--- config.mk ---
export PLATFORM = sky130hd
export DESIGN_NAME = float_result_buffer
export DESIGN_NICKNAME = d
export VERILOG_FILES = /design/src/rtl/float_alu_pkg.sv /design/src/rtl/sync_fifo.sv /design/src/rtl/float_result_buffer.sv
export SDC_FILE = /design/constraint.sdc
export NUM_CORES = 1
export LEC_CHECK = 0
export ABC_AREA = 1
export CORE_UTILIZATION = 45
export CTS_CLUSTER_SIZE = 28
export DETAILED_ROUTE_END_ITERATION = 16
export PLACE_DENSITY = 0.76
export SYNTH_ARGS = -nofsm -noshare
export SYNTH_HDL_FRONTEND = slang
export SYNTH_SLANG_ARGS = --single-unit
--- constraint.sdc ---
create_clock -name clk -period 4.9 [get_ports clk]
set_input_delay 0.98 -clock clk [delete_from_list [all_inputs] [get_ports clk]]
set_output_delay 0.98 -clock clk [all_outputs]
set_load 0.01 [all_outputs]
--- src/rtl/float_alu_pkg.sv ---
// Shared definitions for the float_alu datapath and its downstream stages.
// Flag vectors are ordered {NV, DZ, OF, UF, NX} from bit 4 down to bit 0.
package float_alu_pkg;

  localparam int FLAG_W  = 5;

  localparam int FLAG_NV = 4;
  localparam int FLAG_DZ = 3;
  localparam int FLAG_OF = 2;
  localparam int FLAG_UF = 1;
  localparam int FLAG_NX = 0;

  typedef logic [FLAG_W-1:0] flags_t;

endpackage

--- src/rtl/sync_fifo.sv ---
// Single-clock FIFO with registered full/empty status and an occupancy count.
// The ready/valid status comes from the registered count only, so there is
// no combinational path from the pop request to the full flag.
module sync_fifo #(
  parameter int WIDTH = 37,
  parameter int DEPTH = 4
) (
  input  logic                       clk,
  input  logic                       rst,
  input  logic                       push_req,
  input  logic [WIDTH-1:0]           push_data,
  input  logic                       pop_req,
  output logic [WIDTH-1:0]           pop_data,
  output logic                       full,
  output logic                       empty,
  output logic [$clog2(DEPTH):0]     count
);

  localparam int PW = $clog2(DEPTH);
  localparam int CW = PW + 1;
  localparam logic [CW-1:0] FULL_COUNT = CW'(DEPTH);

  logic [WIDTH-1:0] mem [DEPTH];
  logic [PW-1:0]    wr_ptr;
  logic [PW-1:0]    rd_ptr;
  logic             push;
  logic             pop;

  assign full     = (count == FULL_COUNT);
  assign empty    = (count == '0);
  assign push     = push_req && !full;
  assign pop      = pop_req && !empty;
  assign pop_data = mem[rd_ptr];

  // Storage array is deliberately left unreset; only the pointers define validity.
  always_ff @(posedge clk) begin
    if (push) begin
      mem[wr_ptr] <= push_data;
    end
  end

  // Pointers wrap naturally at DEPTH; count tracks the push/pop balance.
  always_ff @(posedge clk or posedge rst) begin
    if (rst) begin
      wr_ptr <= '0;
      rd_ptr <= '0;
      count  <= '0;
    end else begin
      if (push) begin
        wr_ptr <= wr_ptr + 1'b1;
      end
      if (pop) begin
        rd_ptr <= rd_ptr + 1'b1;
      end
      case ({push, pop})
        2'b10:   count <= count + 1'b1;
        2'b01:   count <= count - 1'b1;
        default: count <= count;
      endcase
    end
  end

endmodule

--- src/rtl/float_result_buffer.sv ---
// Buffers float_alu results with their per-op exception flags for a slower
// consumer, and accumulates a sticky copy of every accepted op's flags.
module float_result_buffer
  import float_alu_pkg::*;
#(
  parameter int DEPTH = 4,
  parameter int WIDTH = 32
) (
  input  logic                     clk,
  input  logic                     rst,
  input  logic                     in_valid,
  output logic                     in_ready,
  input  logic [WIDTH-1:0]         in_result,
  input  logic [FLAG_W-1:0]        in_flags,
  output logic                     out_valid,
  input  logic                     out_ready,
  output logic [WIDTH-1:0]         out_result,
  output logic [FLAG_W-1:0]        out_flags,
  output logic [$clog2(DEPTH):0]   count,
  output logic [FLAG_W-1:0]        sticky_flags,
  input  logic                     sticky_clr
);

  logic                    fifo_full;
  logic                    fifo_empty;
  logic [WIDTH+FLAG_W-1:0] head_entry;
  logic                    push;

  assign in_ready   = !fifo_full;
  assign out_valid  = !fifo_empty;
  assign push       = in_valid && in_ready;
  assign out_result = head_entry[WIDTH+FLAG_W-1:FLAG_W];
  assign out_flags  = head_entry[FLAG_W-1:0];

  sync_fifo #(
    .WIDTH (WIDTH + FLAG_W),
    .DEPTH (DEPTH)
  ) u_fifo (
    .clk       (clk),
    .rst       (rst),
    .push_req  (in_valid),
    .push_data ({in_result, in_flags}),
    .pop_req   (out_ready),
    .pop_data  (head_entry),
    .full      (fifo_full),
    .empty     (fifo_empty),
    .count     (count)
  );

  // Sticky flags: a clear takes effect before the same-cycle push's flags are merged in.
  always_ff @(posedge clk or posedge rst) begin
    if (rst) begin
      sticky_flags <= '0;
    end else if (push) begin
      sticky_flags <= (sticky_clr ? '0 : sticky_flags) | in_flags;
    end else if (sticky_clr) begin
      sticky_flags <= '0;
    end
  end

endmodule

# After elaboration in Yosys (flattened, before gate mapping)

Memories as Yosys holds them, arrays and structs flattened.
Cells that the tools add are included.

$add $sub $neg: 4
Multipliers: 0
Divide/modulo/power cells: 0
$lt $le $gt $ge: 0
Equal/unequal tests: 3
Shift operators: 0
Multiplexer cells: 5
Bitwise gates (word level): 1
Reductions and logical operators: 6

Operator list:

| cell                                                 | count |
|---|---|
| 2-to-1 mux 5 bit                                     | 2 |
| one-hot mux 3 bit (2 select lines)                   | 1 |
| OR 5 bit                                             | 1 |
| adder 2 x 1 -> 2 bit (second input constant)         | 2 |
| adder 3 x 1 -> 3 bit (second input constant)         | 1 |
| equality test 3 bit (second input constant)          | 1 |
| zero test 3 bit                                      | 1 |
| subtractor 3 x 1 -> 3 bit (second input constant)    | 1 |
| equality test 2 x 1 -> 1 bit (second input constant) | 1 |
| equality test 2 bit (second input constant)          | 1 |
| logical AND 1 bit                                    | 2 |
| zero test 1 bit                                      | 2 |
| 2-to-1 mux 1 bit                                     | 2 |
| nonzero test 2 bit                                   | 1 |

Register bits: 12
Latch bits: 0
Bits in writable memories: 148
Bits in read-only memories: 0
Bits of input ports: 42
Output and inout port bits: 47
Word-level logic and storage cells: 24
Memories: 1

Memory list:

| name       | words | width | rd ports | clocked after Yosys merged registers in | write ports | line            | text |
|---|---|---|---|---|---|---|---|
| u_fifo.mem | 4     | 37    | 1        | 0                                       | 1           | sync_fifo.sv:23 | `logic [WIDTH-1:0] mem [DEPTH];` |

# Logic depth before layout (Yosys ltp)

Gate-level depths: netlist of the first run.

Word-level depth: 5
Gate-level depth with buffers: 12
Mapped depth without buffers: 12

# Cells and area by module

Synthesis of the first run repeated with hierarchy kept, for this count alone.

Cell total of the unflattened synthesis: 518
Area total of the unflattened synthesis: 6,551.3 um^2

Modules (own cells, without submodules):

| module              | instances | cells each | area an instance (um^2) |
|---|---|---|---|
| sync_fifo           | 1         | 494        | 6,348.6 |
| float_result_buffer | 1         | 24         | 202.7 |

# Least setup slack after synthesis of the first run

No wires, ideal clock.

Path kind: input to register
From: input port in_valid
To: memory u_fifo.mem[0][0] (enable)
Library setup time: 0.431 ns
Arrival time: 2.862 ns
Required time: 4.469 ns
Slack: 1.607 ns
Cell stages on the path: 3
Path buffers: 1
Path through: buf_2 nand2_1 nor2_1

Cells in the longest elaborated chain, start to end: 3

Ends and longest elaborated chain:

| what                                   | line                      | text |
|---|---|---|
| from (decl)                            | float_result_buffer.sv:11 | `input logic in_valid,` |
| logical AND 1 bit                      | sync_fifo.sv:31           | `assign push = push_req && !full;` |
| 2-to-1 mux 1 bit                       | sync_fifo.sv:37           | `if (push) begin` |
| 2-to-1 mux 1 bit (implied by the code) | sync_fifo.sv:38           | `mem[wr_ptr] <= push_data;` |
| to (decl)                              | sync_fifo.sv:23           |  |

Every way passes these cells.

# Worst setup path after layout of the first run

From: register u_fifo.rd_ptr[1]
To: output port out_result[20]

Cells in the longest elaborated chain, start to end: 1

Ends and longest elaborated chain:

| what                     | line                      | text |
|---|---|---|
| from (decl)              | sync_fifo.sv:25           | `logic [PW-1:0] rd_ptr;` |
| from (signal assigned)   | sync_fifo.sv:53           | `rd_ptr <= rd_ptr + 1'b1;` |
| memory read (4 x 37 bit) | n/a                       |  |
| to (decl)                | float_result_buffer.sv:17 | `output logic [WIDTH-1:0] out_result,` |

Every way passes these cells.

==> results_dict.tcl, run 1 <==
set metrics [dict create \
    hp-class "flop to flop" \
    period_share 0.816 \
    cts_buffers 17 \
    fin_skew_ns 0.00841 \
    syn_avg_cell_area_um2 12.7 \
    grt_pass1_wl_um 20100 \
    setup-violations-final 0 \
    start_util 0.466 \
    path_class "flop to primary output" \
    cts_resized 0 \
    yosys_warnings 0 \
    final_hold_viol_count 0 \
    timing.rr.start "u_fifo.count[0]" \
    ant_nets 0 \
    path_clk_slew_ns 0.06 \
    stdcell_count 792 \
    netlist_instances 514 \
    maxCapViolCount 0 \
    endpoint "out_result[20]" \
    syn_to_final_growth_pct 24.2 \
    tightest_slew_ns 1.22 \
    start_kind "flop" \
    grt_remaining_overflow 0 \
    place_hpwl_um 7680 \
    synth.net_count 562 \
    rsz0062_at_grt "no" \
    leakagePower_nw 3.19 \
    critPathArrivalTime_ns 3.02 \
    r2r_end "u_fifo.mem[2][30]" \
    layout-drive-gt1-share 0.0637 \
    routedWlPerCell_um 16.2 \
    slew_headroom 0.182 \
    worstPathRequired_ns 3.92 \
    period_needed_ns 4.00 \
    synth_seq_cells 160 \
    vias 3986 \
    gp_congestion 0.739 \
    die_h_um 123 \
    clock_latency_ns 0.42 \
    fmax_mhz 250 \
    drv_slew 0 \
    synth_area_um2 6540 \
    synth_seq_area_share 0.725 \
    dieArea_um2 15000 \
    track_usage 0.181 \
    synth_cell_types 18 \
    cts_tree "built" \
    drc_errors 0 \
    cp-end-kind "primary output" \
    grt_max_degree 114 \
    path_cells "inv_1, buf_4, o211ai_1, nand2_1, clkdlybuf4s50_1" \
    io_buffer_count 88 \
    rows 43 \
    fin_ws_ns 0.902 \
    n_antenna_cell 0 \
    drt-initial-drc-count 214 \
    wirelength_um 12800 \
    fin_nets 647 \
    antenna_found_initial 0 \
    async_flop_share 0.0750 \
    dr.pass1.iters 4 \
    htreeDepth 4 \
    place_ws_ns 1.26 \
    r2r_slack_ns 2.37 \
    crit_path_top_delay_cell "dfrtp_2" \
    cts_num_sinks 160 \
    synth_flop_cell "edfxtp_1" \
    cts_root_buffer "clkbuf_16" \
    clock_path_buffers 2 \
    synth-edff-count 148 \
    die_w_um 123 \
    pin_count 89 \
    power_density_nw_per_um2 621 \
    ir_worst_vdd_mv 0.349 \
    place_inst 760 \
    ctsHoldBuffers 0 \
    grt_pass1_vias 4117 \
    crit_start "u_fifo.rd_ptr[1]" \
    max_stage_delay_ns 0.88 \
    post-cts-setup-buffers 0 \
    postLayoutCoreUtil 0.579 \
    r2r_cells 4 \
    via_per_inst 5.03 \
    core_um2 14000 \
    tns_ns 0 \
    status "finished clean" \
    crit_path_max_fanout 39 \
]
worst min path at each step:
stage	cells past startpoint	slack, ns	from	endpoint
after global placement	2	0.47	sticky_flags[0]	sticky_flags[0]
after floorplan	2	0.48	u_fifo.rd_ptr[0]	u_fifo.rd_ptr[0]
final	2	0.48	sticky_flags[0]	sticky_flags[0]
after global routing	2	0.50	sticky_flags[0]	sticky_flags[0]
after CTS	2	0.49	sticky_flags[3]	sticky_flags[3]
after detailed placement	2	0.47	sticky_flags[0]	sticky_flags[0]
worst max-delay path: cells and delay by family (launching register included):
| kind | cells | cell delay, ns |
|---|---|---|
| DFF | 1 | 0.88 |
| AOI/OAI and AO/OA | 1 | 0.12 |
| and+or+nand+nor | 1 | 0.08 |
| buffers and inverters | 3 | 1.51 |
cells in the final DEF (no fill, tap or decap), types with 3 or more instances in the layout:
cell type        netlist  final
clkinvlp_4             0      3
nand3_1               11     11
inv_1                 91     91
ha_1                   5      5
nand2_1              138    138
nor2_4                 0      4
clkbuf_16              0     17
bufinv_16              0      4
dfrtp_1               12     11
buf_4                  1      3
edfxtp_1             148    148
o211ai_1              74     74
clkdlybuf4s50_1        0     88
synthesized netlist by cell type (all sizes together), types with 4 or more instances:
master | n | area, um^2
buf | 20 | 178
clkbuf | 5 | 18.8
dfrtp | 12 | 300
edfxtp | 148 | 4440
ha | 5 | 62.6
inv | 92 | 345
nand2 | 138 | 518
nand3 | 12 | 65.1
nor2 | 4 | 15.0
o211ai | 74 | 556
state kept, by name, summed over array words and instances (netlist names):
name and count:
u_fifo.wr_ptr 2, u_fifo.mem 148, u_fifo.count 3, sticky_flags 5
u_fifo.rd_ptr 2
cells by family (layout without fill, tap and decap cells):
group	after synthesis	after routing	synth area share
buffers and inverters	117	215	0.0828
flip-flops	160	160	0.725
AND/OR/NAND/NOR	155	155	0.0924
AO/OA/AOI/OAI	75	75	0.0857
adder cells (fa/ha/maj)	6	6	0.0126
XOR/XNOR	1	1	0.00134
where the power goes:
part           switching, mW  leakage, nW  internal [mW]  total [mW]
sequential             0.134         1.50           1.80        1.94
combinational          0.986         1.40          0.760        1.75
clock                  0.513        0.292          0.854        1.37
total                   1.63         3.19           3.42        5.05
metrics by stage:
stage          cell area, um^2  total power, mW  hold WS [ns]
2_1_floorplan             6540             2.98         0.482
3_3_place_gp              7510             3.67         0.469
3_5_place_dp              7510             3.73         0.471
4_1_cts                   8130             5.10         0.487
5_1_grt                   8130             5.33         0.503
6_report                  8130             5.05         0.481
routing by layer:
metal | global-route usage | vias to the layer above | routed length, um
met1 | 0.217 | 1913 | 5380
met3 | 0.0465 | 14 | 761
li1 | - | 1942 | -
met4 | 0.0747 | 0 | 136
met2 | 0.310 | 117 | 6520
met5 | 0 | - | 0
area by class of cell:
class                      instances  area (um^2)
clock buffer                      19          433
clock inverter                    13          186
fill                            1077         5910
inverter                          92          348
multi-input combinational        237         1290
sequential                       160         4750
tap                              180          225
timing repair buffer              91          903
Power figures use the tool's default switching activity.
==> run 2: changes to the inputs <==
Settings changed: PLACE_DENSITY 0.76 to 0.78.
Clock period 4.9 ns to 3.5 ns, I/O delays scaled along.
==> results_dict.tcl, run 2 (same netlist as run 1, synthesis figures left out) <==
set metrics [dict create \
    post-cts-setup-buffers 0 \
    grt_remaining_overflow 0 \
    path_clk_slew_ns 0.06 \
    layout-drive-gt1-share 0.0757 \
    r2r_end "u_fifo.count[2]" \
    ant_nets 0 \
    pin_count 89 \
    cpMostUsedCell "nand2_1" \
    cp.depth 6 \
    final_cell_mix "edfxtp_1, nand2_1, inv_1" \
    grt_pass1_wl_um 19100 \
    r2r_cells 10 \
    n_antenna_cell 0 \
    period_needed_ns 3.07 \
    critPathBufInv 3 \
    vias 4020 \
    io_buffer_count 88 \
    dpl_cell_area_um2 7630 \
    syn_to_final_growth_pct 26.2 \
    rows 43 \
    crit_path_max_fanout 47 \
    cts_tree "built" \
    fmax_mhz 326 \
    start_util 0.466 \
    gp_congestion 0.796 \
    crit_start "u_fifo.rd_ptr[0]" \
    cts_num_sinks 160 \
    rsz0062_at_grt "no" \
    final_common_cell "edfxtp_1" \
    path_cells "inv_4, buf_4, nand2_1, o211ai_1, nand2_1, clkdlybuf4s50_1" \
    start_kind "flop" \
    fin_skew_ns 0.00923 \
    routedWlPerCell_um 15.5 \
    period_share 0.876 \
    grt_max_degree 48 \
    worstPathRequired_ns 2.80 \
    max_stage_delay_ns 0.49 \
    regMostFlops "u_fifo.mem" \
    dr.pass1.iters 7 \
    grt_pass1_vias 3783 \
    die_h_um 123 \
    power_density_nw_per_um2 869 \
    hp-class "flop to flop" \
    worst_hold_startpoint "sticky_flags[1]" \
    htreeDepth 4 \
    drv_slew 0 \
    cts_buffers 17 \
    clock_latency_ns 0.42 \
    drt-initial-drc-count 344 \
    hold_slack_ns 0.495 \
    endpoint "out_result[9]" \
    cts_root_buffer "clkbuf_16" \
    tns_ns 0 \
    ir_worst_vdd_mv 0.526 \
    cts_resized 0 \
    fin_nets 657 \
    maxCapViolCount 0 \
    status "finished clean" \
    cp_top_family "buffers and inverters" \
    largest_register_ffs 148 \
    finish.instance_area_um2 8260 \
    leakagePower_nw 3.26 \
    via_per_inst 5.02 \
    die_w_um 123 \
    dieArea_um2 15000 \
    drc_errors 0 \
    core_um2 14000 \
    ctsHoldBuffers 0 \
    timing.rr.start "u_fifo.count[0]" \
    place_hpwl_um 7840 \
    antenna_found_initial 0 \
    final_hold_viol_count 0 \
    clock_path_buffers 2 \
    path_class "flop to primary output" \
    slew_headroom 0.645 \
    wirelength_um 12400 \
    crit_path_top_delay_cell "clkdlybuf4s50_1" \
    setup-violations-final 0 \
    p_total_mw 7.17 \
    tightest_slew_ns 0.531 \
    cp-end-kind "primary output" \
    top_regs "u_fifo.mem x148, sticky_flags x5, u_fifo.count x3" \
    critPathArrivalTime_ns 2.37 \
    track_usage 0.175 \
    r2r_slack_ns 1.23 \
]
[run 2: cell types whose count changed in the layout (fill, tap and decap cells not counted)]
| cell | change |
|---|---|
| inv_6 | -2 |
| clkbuf_1 | -1 |
| clkinv_4 | -2 |
| buf_4 | +6 |
| bufinv_16 | +1 |
| inv_1 | -1 |
| clkinv_1 | +3 |
| clkinv_2 | +1 |
| buf_12 | +4 |
[run 2: per-stage QoR]
| stage | std cells | utilization | setup WS (ns) |
|---|---|---|---|
| 4_1_cts | 801 | 0.588 | 0.405 |
| 6_report | 801 | 0.588 | 0.435 |
| 3_3_place_gp | 770 | 0.544 | 0.782 |
| 5_1_grt | 801 | 0.588 | 0.261 |
| 2_1_floorplan | 514 | - | 0.487 |
| 3_5_place_dp | 770 | 0.544 | 0.718 |
[run 2: area by class of cell]
type / count / area, um^2
Clock buffer: 18 / 429
Clock inverter: 13 / 194
Fill cell: 1081 / 5790
Inverter: 92 / 348
Multi-Input combinational cell: 237 / 1290
Sequential cell: 160 / 4750
Tap cell: 180 / 225
Timing Repair Buffer: 101 / 1030
[run 2: how the worst min path moves through the flow]
stage                                  end  slack (ns)  depth (start not counted)
final                      sticky_flags[1]        0.50                          2
after global routing       sticky_flags[1]        0.52                          2
after CTS                  sticky_flags[3]        0.50                          2
after detailed placement   sticky_flags[1]        0.47                          2
after global placement     sticky_flags[1]        0.47                          2
after floorplan           u_fifo.rd_ptr[0]        0.48                          2
[run 2: worst min-delay path, delay by kind of cell (launching register included)]
kind | cells | cell delay (ns)
flip-flops | 1 | 0.35
AND/OR/NAND/NOR | 2 | 0.11
[run 2: metal layers]
| metal | GRT usage | vias up | part of all wire |
|---|---|---|---|
| met5 | 0 | - | 0 |
| met4 | 0.0777 | 0 | 0.015 |
| met3 | 0.0460 | 16 | 0.049 |
| met2 | 0.297 | 115 | 0.51 |
| met1 | 0.209 | 1929 | 0.43 |
| li1 | - | 1960 | - |
[run 2: power by group]
part           total (mW)  switching [mW]  internal [mW]
sequential           2.67           0.153           2.52
clock                1.95           0.696           1.25
combinational        2.56            1.41           1.15
